===== src/rtl/vocab_reader.sv =====
// vocab_reader: token index -> word lookup over a null-terminated vocabulary SRAM.
// Walks the packed word list (each word ends in 0x00; an empty word ends the
// vocabulary) to the idx-th word and streams it, including its 0x00 terminator,
// over a valid/ready interface.
//
// Ports:
//   clk, rst_n          clock (rising edge), asynchronous active-low reset
//   start, idx          request and token index; sampled only when idle
//   busy                high whenever a request is in progress
//   mem_rd_en, mem_addr SRAM read strobe and registered address
//   mem_rdata           SRAM data, valid the cycle after mem_rd_en
//   out_valid/out_data/out_last/out_ready  byte stream; out_last marks the 0x00 beat
//   done                one-cycle pulse at the end of a request
//   found, word_addr    result and start address of the word; held until next start
module vocab_reader #(
  parameter int ADDR_WIDTH = 4,
  parameter int DATA_WIDTH = 8,
  parameter int IDX_WIDTH  = 4
) (
  input  logic                  clk,
  input  logic                  rst_n,
  input  logic                  start,
  input  logic [IDX_WIDTH-1:0]  idx,
  output logic                  busy,
  output logic                  mem_rd_en,
  output logic [ADDR_WIDTH-1:0] mem_addr,
  input  logic [DATA_WIDTH-1:0] mem_rdata,
  output logic                  out_valid,
  output logic [DATA_WIDTH-1:0] out_data,
  output logic                  out_last,
  input  logic                  out_ready,
  output logic                  done,
  output logic                  found,
  output logic [ADDR_WIDTH-1:0] word_addr
);

  typedef enum logic [2:0] {IDLE, SEEK_RD, SEEK_EV, EMIT, DONE} state_t;

  localparam logic [ADDR_WIDTH-1:0] AV_MAX  = '1;
  localparam logic [ADDR_WIDTH-1:0] AV_ONE  = ADDR_WIDTH'(1);
  localparam logic [IDX_WIDTH-1:0]  CNT_ONE = IDX_WIDTH'(1);

  state_t                  state_q, state_d;
  logic [ADDR_WIDTH-1:0]   av_q, av_d;
  logic [IDX_WIDTH-1:0]    cnt_q, cnt_d;
  logic [IDX_WIDTH-1:0]    target_q, target_d;
  logic                    at_start_q, at_start_d;
  logic [DATA_WIDTH-1:0]   byte_q, byte_d;
  logic                    found_q, found_d;
  logic [ADDR_WIDTH-1:0]   word_addr_q, word_addr_d;

  always_ff @(posedge clk or negedge rst_n) begin
    if (!rst_n) begin
      state_q     <= IDLE;
      av_q        <= '0;
      cnt_q       <= '0;
      target_q    <= '0;
      at_start_q  <= 1'b0;
      byte_q      <= '0;
      found_q     <= 1'b0;
      word_addr_q <= '0;
    end else begin
      state_q     <= state_d;
      av_q        <= av_d;
      cnt_q       <= cnt_d;
      target_q    <= target_d;
      at_start_q  <= at_start_d;
      byte_q      <= byte_d;
      found_q     <= found_d;
      word_addr_q <= word_addr_d;
    end
  end

  always_comb begin
    state_d     = state_q;
    av_d        = av_q;
    cnt_d       = cnt_q;
    target_d    = target_q;
    at_start_d  = at_start_q;
    byte_d      = byte_q;
    found_d     = found_q;
    word_addr_d = word_addr_q;
    busy        = (state_q != IDLE);
    mem_rd_en   = 1'b0;
    out_valid   = 1'b0;
    out_last    = 1'b0;
    done        = 1'b0;

    case (state_q)
      IDLE: begin
        if (start) begin
          target_d    = idx;
          av_d        = '0;
          cnt_d       = '0;
          at_start_d  = 1'b1;
          found_d     = 1'b0;
          word_addr_d = '0;
          state_d     = SEEK_RD;
        end
      end
      SEEK_RD: begin
        mem_rd_en = 1'b1;
        state_d   = SEEK_EV;
      end
      SEEK_EV: begin
        // An empty word at a word boundary ends the vocabulary, even when it
        // is the requested index.
        if (at_start_q && (mem_rdata == '0)) begin
          state_d = DONE;
        end else if (cnt_q == target_q) begin
          if (at_start_q) word_addr_d = av_q;
          byte_d  = mem_rdata;
          state_d = EMIT;
        end else if (av_q == AV_MAX) begin
          state_d = DONE;
        end else begin
          if (mem_rdata == '0) begin
            cnt_d      = cnt_q + CNT_ONE;
            at_start_d = 1'b1;
          end else begin
            at_start_d = 1'b0;
          end
          av_d    = av_q + AV_ONE;
          state_d = SEEK_RD;
        end
      end
      EMIT: begin
        out_valid = 1'b1;
        out_last  = (byte_q == '0);
        if (out_ready) begin
          if (byte_q == '0) begin
            found_d = 1'b1;
            state_d = DONE;
          end else if (av_q == AV_MAX) begin
            // Word runs off the end of the SRAM: stop without a last beat.
            state_d = DONE;
          end else begin
            av_d       = av_q + AV_ONE;
            at_start_d = 1'b0;
            state_d    = SEEK_RD;
          end
        end
      end
      DONE: begin
        done    = 1'b1;
        state_d = IDLE;
      end
      default: state_d = IDLE;
    endcase
  end

  assign mem_addr  = av_q;
  assign out_data  = byte_q;
  assign found     = found_q;
  assign word_addr = word_addr_q;

endmodule

===== config.mk =====
export PLATFORM = sky130hd
export DESIGN_NAME = vocab_reader
export DESIGN_NICKNAME = d
export VERILOG_FILES = /design/src/rtl/vocab_reader.sv
export SDC_FILE = /design/constraint.sdc
export NUM_CORES = 1
export LEC_CHECK = 0
export CAP_MARGIN = 20
export CORE_ASPECT_RATIO = 1.1
export CORE_UTILIZATION = 52
export DETAILED_ROUTE_END_ITERATION = 7
export PLACE_DENSITY = 0.83
export SLEW_MARGIN = 20
export SYNTH_ARGS = -nofsm -noshare
export SYNTH_HDL_FRONTEND = slang
export SYNTH_SLANG_ARGS = --single-unit

===== constraint.sdc =====
create_clock -name clk -period 5.2 [get_ports clk]
set_input_delay 1.04 -clock clk [delete_from_list [all_inputs] [get_ports clk]]
set_output_delay 1.04 -clock clk [all_outputs]
set_load 0.02 [all_outputs]

==> results.ini, run 1 <==
[synthesis]
yosysWarnings = 0
synth_top_area_share = 0.474
synthTopCellsByCount = dfrtp_1, mux2_2, nand3_1, inv_1, nor2_1
synthCells = 141
synth_area_leaders = dfrtp_1, mux2_2, nand3_1
synth-edff-count = 0
synth.largest_area_cell = dfrtp_1
synthFlopType = dfrtp_1
synthArstFlopShare = 1.00
synthesis.area_um2 = 1530
ys_seq_elements = 29
synth_most_common_cell = dfrtp_1
synth_seq_area_share = 0.474
ys_types = 45
synth_nets = 159
postSynthAreaPerCell_um2 = 10.9

[timing]
min_period_over_period = 0.624
max_clock_freq_mhz = 308
rsz0062_at_grt = no
max-slew-margin-rel = 0.573
finClkSkew_ns = 0.0104
postLayoutSetupSlackWorst_ns = 1.96
finalSetupTns_ns = 0
max_slew.worst_pin.slew_ns = 0.638
fin_crit_ns = 3.24
setup_violations = 0
holdWs_ns = 0.537
hold_viol = 0
maxSlewViolCount = 0

[final_layout]
syn_to_final_growth_pct = 28.2
final_util = 0.707
drive_gt1_frac = 0.158
antenna_cells = 0
fin_nets = 201

[clock_network]
cts_hold_buf = 0
cts_htree_levels = 2
clk-insertion-delay-late_ns = 0.33
cts_resized = 0
clk_pin_slew_ns = 0.09
clock_sinks = 29
tritoncts = built
root_buffer = clkbuf_4
cts_made_buffers = 5
cts_buffer_depth = 2
postCtsSetupRepairBufs = 0

[critical_path]
cp_max_fo = 3
crit_path_end_kind = output port
crit_path_max_incr_delay_ns = 0.64
crit_type = flip-flop to output port
crit_required_ns = 4.16
cp_slowest_cell = clkdlybuf4s50_1
crit_family = simple AND/OR/NAND/NOR gates
path_buf_inv = 1
crit_chain = or4_1 > nor3_1 > clkdlybuf4s50_1
arrival_ns = 2.20
cp-start-kind = flip-flop

[detailed_routing]
firstDrtPassIters = 4
wl_per_cell_um = 15.4
drc = 0
first_iter_violations = 21
wl_mm = 3.33
vias = 1230
viasPerCell = 5.67
antenna_left = 0

[global_routing]
grt_pass1_vias = 1179
gr-total-overflow = 0
gr-usage-all-layers = 0.241
grt_max_degree = 30
grt_pass1_wl_mm = 5.32
antenna_found_initial = 0

[pwr]
intPower_uw = 608
power.density_nw_per_um2 = 525
power_frac_comb = 0.492
switching_share = 0.410
vdd_ir_drop_max_v = 0.000376
p_leak_nw = 0.863
p_switching_uw = 422
p_seq_frac = 0.382
power_frac_clock = 0.126
power_mw = 1.03

[status]
status = completed

[floorplan]
die_x_um = 53.7
start_util = 0.551
die-area_um2 = 3170
io_pins = 38
core_um2 = 2780
die_y_um = 58.9
num_rows = 20

[hold_path]
worstHoldPathType = flip-flop to flip-flop

[placed_design]
pre_cts_slack_ns = 2.15
place_congestion = 0.867
portBuffers = 37
dp.final_hpwl_mm = 2.52

[flow_run]
maxCapViolCount = 0

## power groups by stage
stage | combinational, mW | clock [mW] | sequential (mW)
final | 0.507 | 0.130 | 0.393
after global routing | 0.548 | 0.140 | 0.406
after CTS | 0.509 | 0.133 | 0.392
after detailed placement | 0.506 | 0 | 0.397
after global placement | 0.488 | 0 | 0.388
after floorplan | 0.310 | 0 | 0.410
## logic make-up (layout without fill, tap and decap cells)
logic type | after synthesis | after routing | synth area share
adders and majority gates | 2 | 2 | 0.0163
xor gates and xnor gates | 4 | 4 | 0.0229
buffers and inverters | 14 | 57 | 0.0531
DFF | 29 | 29 | 0.474
and+or+nand+nor | 51 | 51 | 0.196
muxes | 18 | 18 | 0.133
AOI/OAI and AO/OA | 23 | 23 | 0.105
## sequential cells by signal, summed over array words and instances (netlist names)
signal,cells
found,1
word_addr,4
mem_addr,4
out_data,8
target_q,4
at_start_q,1
state_q,3
cnt_q,4
## final timing paths
check | start | endpoint | slack, ns | cells past startpoint
max in group asynchronous | rst_n | target_q[2] | 3.85 | 2
worst min register to register | target_q[2] | target_q[2] | 0.54 | 1
min in group asynchronous | rst_n | out_data[3] | 1.07 | 2
worst max-delay path | out_data[5] | out_last | 1.96 | 3
worst min-delay path | target_q[2] | target_q[2] | 0.54 | 1
worst max register to register | state_q[1] | cnt_q[0] | 2.83 | 5
## worst reg2reg max path, delay by kind of cell (launching register included)
| family | cells | cell delay (ns) |
|---|---|---|
| AND/OR/NAND/NOR | 3 | 0.90 |
| AO/OA/AOI/OAI | 1 | 0.42 |
| flip-flops | 1 | 0.58 |
| multiplexers | 1 | 0.35 |
## layer usage
metal / track usage / vias to the layer above / wire [µm]
li1: - / 587 / -
met5: 0 / - / 0
met4: 0.102 / 0 / 75
met1: 0.276 / 599 / 1440
met3: 0.0724 / 9 / 148
met2: 0.409 / 35 / 1670
## cell usage in the layout (no fill, tap or decap), types with 4 or more instances in the layout
cell	instances
clkdlybuf4s50_1	37
inv_1	10
nand3_1	11
mux2_2	14
clkbuf_4	5
nand2_1	6
xor2_1	4
dfrtp_1	29
o21ai_0	5
nor2_1	9
## final cells by class
cell class | count | area [µm²]
flip-flops and latches | 29 | 726
clock buffers | 8 | 48.8
well taps | 33 | 41.3
inverters | 10 | 37.5
multi-input cells | 98 | 724
repair buffers | 39 | 385
fillers | 219 | 815
## metrics by stage
step,instances,area (µm²)
2_1_floorplan,141,1530
5_1_grt,217,1960
3_3_place_gp,209,1910
4_1_cts,217,1960
3_5_place_dp,209,1910
6_report,217,1960
Note: power is estimated with default switching activity, not from simulation.
==> inputs of run 2 (changes only) <==
--- a/config.mk
+++ b/config.mk
@@ -7,9 +7,9 @@
 export LEC_CHECK = 0
 export CAP_MARGIN = 20
 export CORE_ASPECT_RATIO = 1.1
-export CORE_UTILIZATION = 52
+export CORE_UTILIZATION = 44
 export DETAILED_ROUTE_END_ITERATION = 7
-export PLACE_DENSITY = 0.83
+export PLACE_DENSITY = 0.74
 export SLEW_MARGIN = 20
 export SYNTH_ARGS = -nofsm -noshare
 export SYNTH_HDL_FRONTEND = slang
==> constraint.sdc (replaced) <==
create_clock -name clk -period 2.8 [get_ports clk]
set_input_delay 0.56 -clock clk [delete_from_list [all_inputs] [get_ports clk]]
set_output_delay 0.56 -clock clk [all_outputs]
set_load 0.02 [all_outputs]
==> run 2 against run 1 <==
  * Clock skew down 0.0012 ns
  * Non-clock buffer count up 1
  * Critical path depth unchanged
  * Via count down 3.3%
  * Die area up 18%
  * Sequential share of layout area down 0.53 points
==> results.ini, run 2 (same netlist as run 1, synthesis figures left out) <==
[status]
status = completed

[global_routing]
use_met1 = 0.247
grtUsageMet2 = 0.345
gr-total-overflow = 0
grt_max_degree = 30
met3_usage = 0.0445
antenna_found_initial = 0
grt_pass1_wl_mm = 5.71
grt.busiest_layer = met2
grt_pass1_vias = 1247
gr-usage-all-layers = 0.204

[clock_network]
cts_buffer_depth = 2
cts_made_buffers = 5
clock_sinks = 29
cts_resized = 0
clk_pin_slew_ns = 0.08
cts_hold_buf = 0
postCtsSetupRepairBufs = 0
root_buffer = clkbuf_4
tritoncts = built
clk-insertion-delay-late_ns = 0.32
cts_htree_levels = 2

[timing]
maxSlewViolCount = 0
rsz0062_at_grt = no
max-slew-margin-rel = 0.636
min_period_over_period = 0.906
holdWs_ns = 0.539
finClkSkew_ns = 0.00918
fin_crit_ns = 2.54
finalSetupTns_ns = 0
setup_violations = 0
max_clock_freq_mhz = 394
hold_viol = 0
max_slew.worst_pin.slew_ns = 0.539

[critical_path]
cp-start-kind = flip-flop
cp_max_fo = 13
crit_type = flip-flop to output port
crit_required_ns = 2.24
r2r-start = state_q[0]
arrival_ns = 1.98
crit_path_end_kind = output port
worstSetupStartpoint = state_q[0]

[detailed_routing]
first_iter_violations = 87
firstDrtPassIters = 4
antenna_left = 0
vias = 1189
drc = 0
viasPerCell = 5.10
wl_mm = 3.21
wl_per_cell_um = 13.8

[final_layout]
antenna_cells = 0
fin_nets = 202
syn_to_final_growth_pct = 30.1
final_common_cell = clkdlybuf4s50_1
layout_common_cells = clkdlybuf4s50_1, dfrtp_1, mux2_2
regArea_um2 = 726
largest_reg_flops = 8
final_util = 0.598
drive_gt1_frac = 0.162
final_cell_area_um2 = 1990
fillers = 302
multiInputGateArea_um2 = 724

[hold_path]
worstHoldPathType = flip-flop to flip-flop
hp-start = target_q[2]

[floorplan]
start_util = 0.460
num_rows = 22
die_y_um = 63.9
die_x_um = 58.3
io_pins = 38
core_um2 = 3330
die-area_um2 = 3720

[pwr]
p_leak_nw = 0.886
intPower_mw = 1.13
power_frac_clock = 0.122
power_frac_comb = 0.494
switching_share = 0.401
power.density_nw_per_um2 = 950
p_switching_uw = 759
p_seq_frac = 0.384
vdd_ir_drop_max_v = 0.000412

[placed_design]
dp.final_hpwl_mm = 2.45
place_congestion = 0.842
portBuffers = 37
place_area_um2 = 1940

[flow_run]
maxCapViolCount = 0

==> run 2: cell types whose count changed in the layout (fill, tap and decap cells not counted) <==
cell | previous run | this run
clkdlybuf4s50_1 | 37 | 36
dlymetal6s2s_1 | 0 | 1
buf_4 | 2 | 3
==> run 2: path summary, 6_finish.rpt <==
| check | slack [ns] | cells after the start | to |
|---|---|---|---|
| worst max-delay path | 0.26 | 3 | mem_rd_en |
| worst min-delay path | 0.54 | 1 | target_q[2] |
| worst max register to register | 0.74 | 5 | mem_addr[3] |
| worst min register to register | 0.54 | 1 | target_q[2] |
| max in group asynchronous | 1.90 | 2 | target_q[0] |
| min in group asynchronous | 0.62 | 2 | found |
==> run 2: cell type report <==
| class | instances | share of cell area |
|---|---|---|
| inverter | 10 | 0.0188 |
| multi-input combinational | 98 | 0.364 |
| tap | 48 | 0.0302 |
| sequential | 29 | 0.364 |
| timing repair buffer | 40 | 0.198 |
| clock buffer | 8 | 0.0245 |
==> run 2: critical path, cell delays in order (launching register included) <==
cell             delay, ns
dfrtp_1               0.61
or2b_1                0.30
nor2_1                0.13
clkdlybuf4s50_1       0.62
==> run 2: power by group through the flow <==
stage / clock, mW / sequential [mW] / combinational (mW)
final: 0.231 / 0.727 / 0.936
after global routing: 0.265 / 0.754 / 1.03
after CTS: 0.243 / 0.728 / 0.946
after detailed placement: 0 / 0.735 / 0.942
after global placement: 0 / 0.719 / 0.920
after floorplan: 0 / 0.761 / 0.576
==> run 2: per-stage QoR <==
stage	power [mW]	instances	worst slack (ns)
6_report	1.89	233	0.262
5_1_grt	2.05	233	0.122
4_1_cts	1.92	233	0.0382
3_5_place_dp	1.68	225	0.234
3_3_place_gp	1.64	225	0.307
2_1_floorplan	1.34	141	0.480
==> run 2: metal layers <==
metal	vias to the layer above	part of all wire
met3	4	0.024
met4	0	0.011
li1	589	-
met2	21	0.54
met1	575	0.43
met5	-	0
==> inputs of run 3 (changes only) <==
--- a/config.mk
+++ b/config.mk
@@ -9,7 +9,9 @@
 export CORE_ASPECT_RATIO = 1.1
 export CORE_UTILIZATION = 44
 export DETAILED_ROUTE_END_ITERATION = 7
+export GPL_TIMING_DRIVEN = 0
 export PLACE_DENSITY = 0.74
+export RECOVER_POWER = 100
 export SLEW_MARGIN = 20
 export SYNTH_ARGS = -nofsm -noshare
 export SYNTH_HDL_FRONTEND = slang
==> run 3 against run 2 <==
  * The flow now finishes with violations (capacitance limit, slew limit)
  * Flip-flop and latch count stayed put
  * Via count unchanged
  * Non-clock buffer count increased by 1
  * Wire length is 1.3% lower
  * Setup slack better by 0.048 ns
  * Cell count stayed put
  * Die area stayed put
  * Core utilization grew 0.15 points
  * Register-to-register slack lost 0.11 ns
  * Largest cell class unchanged
  * Highest routed layer unchanged
==> results.ini, run 3 (same netlist as run 1, synthesis figures left out) <==
[status]
status = finished, violations left
violations = capacitance limit, slew limit

[detailed_routing]
first_iter_violations = 31
wl_met3_um = 104
vias = 1189
wl_mm = 3.17
wl_met1_mm = 1.41
firstDrtPassIters = 4
drc = 0
top_layer_used = met4
antenna_left = 0
dr_wl_met2_mm = 1.60
wl_per_cell_um = 13.6
viasPerCell = 5.10

[clock_network]
cts_hold_buf = 0
clk-insertion-delay-late_ns = 0.32
postCtsSetupRepairBufs = 0
cts_made_buffers = 5
clock_sinks = 29
tritoncts = built
cts_buffer_depth = 2
root_buffer = clkbuf_4
cts_htree_levels = 2
cts_resized = 0
clk_pin_slew_ns = 0.08

[pwr]
vdd_ir_drop_max_v = 0.000468
switching_share = 0.402
p_switching_uw = 760
power_frac_comb = 0.507
p_leak_nw = 0.921
intPower_mw = 1.13
power.density_nw_per_um2 = 947
p_seq_frac = 0.359
power_frac_clock = 0.133

[timing]
max-slew-margin-rel = -0.0157
holdWs_ns = 0.528
maxSlewViolCount = 30
setup_violations = 0
max_clock_freq_mhz = 402
max_slew.worst_pin.slew_ns = 1.52
finClkSkew_ns = 0.00477
rsz0062_at_grt = no
fin_crit_ns = 2.49
min_period_over_period = 0.889
hold_viol = 0
postLayoutSetupSlackWorst_ns = 0.310
finalSetupTns_ns = 0

[placed_design]
place_congestion = 0.870
pre_cts_slack_ns = 0.151
dp.final_hpwl_mm = 2.45
portBuffers = 37

[hold_path]
holdPathStages = 1
hold_end = out_data[6]
hp-start = out_data[6]
worstHoldPathType = flip-flop to flip-flop

[final_layout]
syn_to_final_growth_pct = 30.4
antenna_cells = 0
largest_reg_flops = 8
fillers = 304
drive_gt1_frac = 0.157
final_util = 0.600
final_common_cell = dfrtp_1
layout_common_cells = dfrtp_1, dlygate4sd3_1, mux2_2
fin_nets = 203

[critical_path]
crit_family = buffers and inverters
crit_cells = 3
ff2ff_path_depth = 6
crit_required_ns = 2.24
r2r-end = cnt_q[0]
crit_chain = buf_6 > or3_1 > dlygate4sd3_1
path_buf_inv = 2
r2r-start = state_q[2]
crit_type = flip-flop to output port
cp_max_fo = 10
cp_slowest_cell = dlygate4sd3_1
rrSetupSlack_ns = 0.63
crit_path_max_incr_delay_ns = 0.66
cp-start-kind = flip-flop
arrival_ns = 1.93
crit_path_end_kind = output port

[floorplan]
start_util = 0.460
num_rows = 22
die-area_um2 = 3720
core_um2 = 3330
io_pins = 38
die_y_um = 63.9
die_x_um = 58.3

[global_routing]
grt_max_degree = 30
gr-total-overflow = 0
grt_pass1_wl_mm = 5.67
gr-usage-all-layers = 0.204
grt_pass1_vias = 1249
antenna_found_initial = 0

[flow_run]
maxCapViolCount = 1

==> run 3: changes by cell type in the layout (fill, tap and decap cells not counted), moves of 2 or more <==
cell             before  now
clkdlybuf4s50_1      36   12
clkbuf_8              0    2
dlygate4sd3_1         0   23
buf_6                 0    2
buf_4                 3    0
==> run 3: per-stage QoR <==
step | cells | instance area, µm² | power [mW]
detailed placement | 226 | 1960 | 1.70
CTS | 233 | 2010 | 1.96
global placement | 226 | 1960 | 1.67
global route | 233 | 2000 | 2.04
floorplan | 141 | 1530 | 1.34
finish | 233 | 2000 | 1.89
==> run 3: metal layers <==
layer / vias to the layer above / track usage
li1: 590 / -
met3: 5 / 0.0668
met4: 0 / 0.0744
met5: - / 0
met2: 22 / 0.339
met1: 572 / 0.242
==> run 3: layout make-up <==
cell class / instances / area (µm²) / share of cell area
flip-flops and latches: 29 / 726 / 0.363
multi-input cells: 98 / 721 / 0.361
repair buffers: 37 / 358 / 0.179
well taps: 48 / 60.1 / 0.0301
clock buffers: 7 / 55.1 / 0.0276
plain buffers: 4 / 40.0 / 0.0201
inverters: 10 / 37.5 / 0.0188
==> run 3: how the worst max path moves through the flow <==
stage	end	startpoint	slack [ns]
finish	busy	state_q[0]	0.31
global route	mem_rd_en	state_q[1]	0.23
CTS	out_last	out_data[5]	0.04
detailed placement	mem_addr[0]	mem_rdata[5]	0.15
global placement	mem_addr[0]	mem_rdata[5]	0.18
floorplan	mem_addr[0]	out_data[5]	0.48
==> run 3: power groups by stage <==
stage / registers, mW / logic [mW] / clock network [mW]
global route: 0.702 / 1.06 / 0.280
CTS: 0.683 / 1.01 / 0.263
floorplan: 0.761 / 0.576 / 0
detailed placement: 0.692 / 1.01 / 0
finish: 0.679 / 0.959 / 0.252
global placement: 0.684 / 0.982 / 0
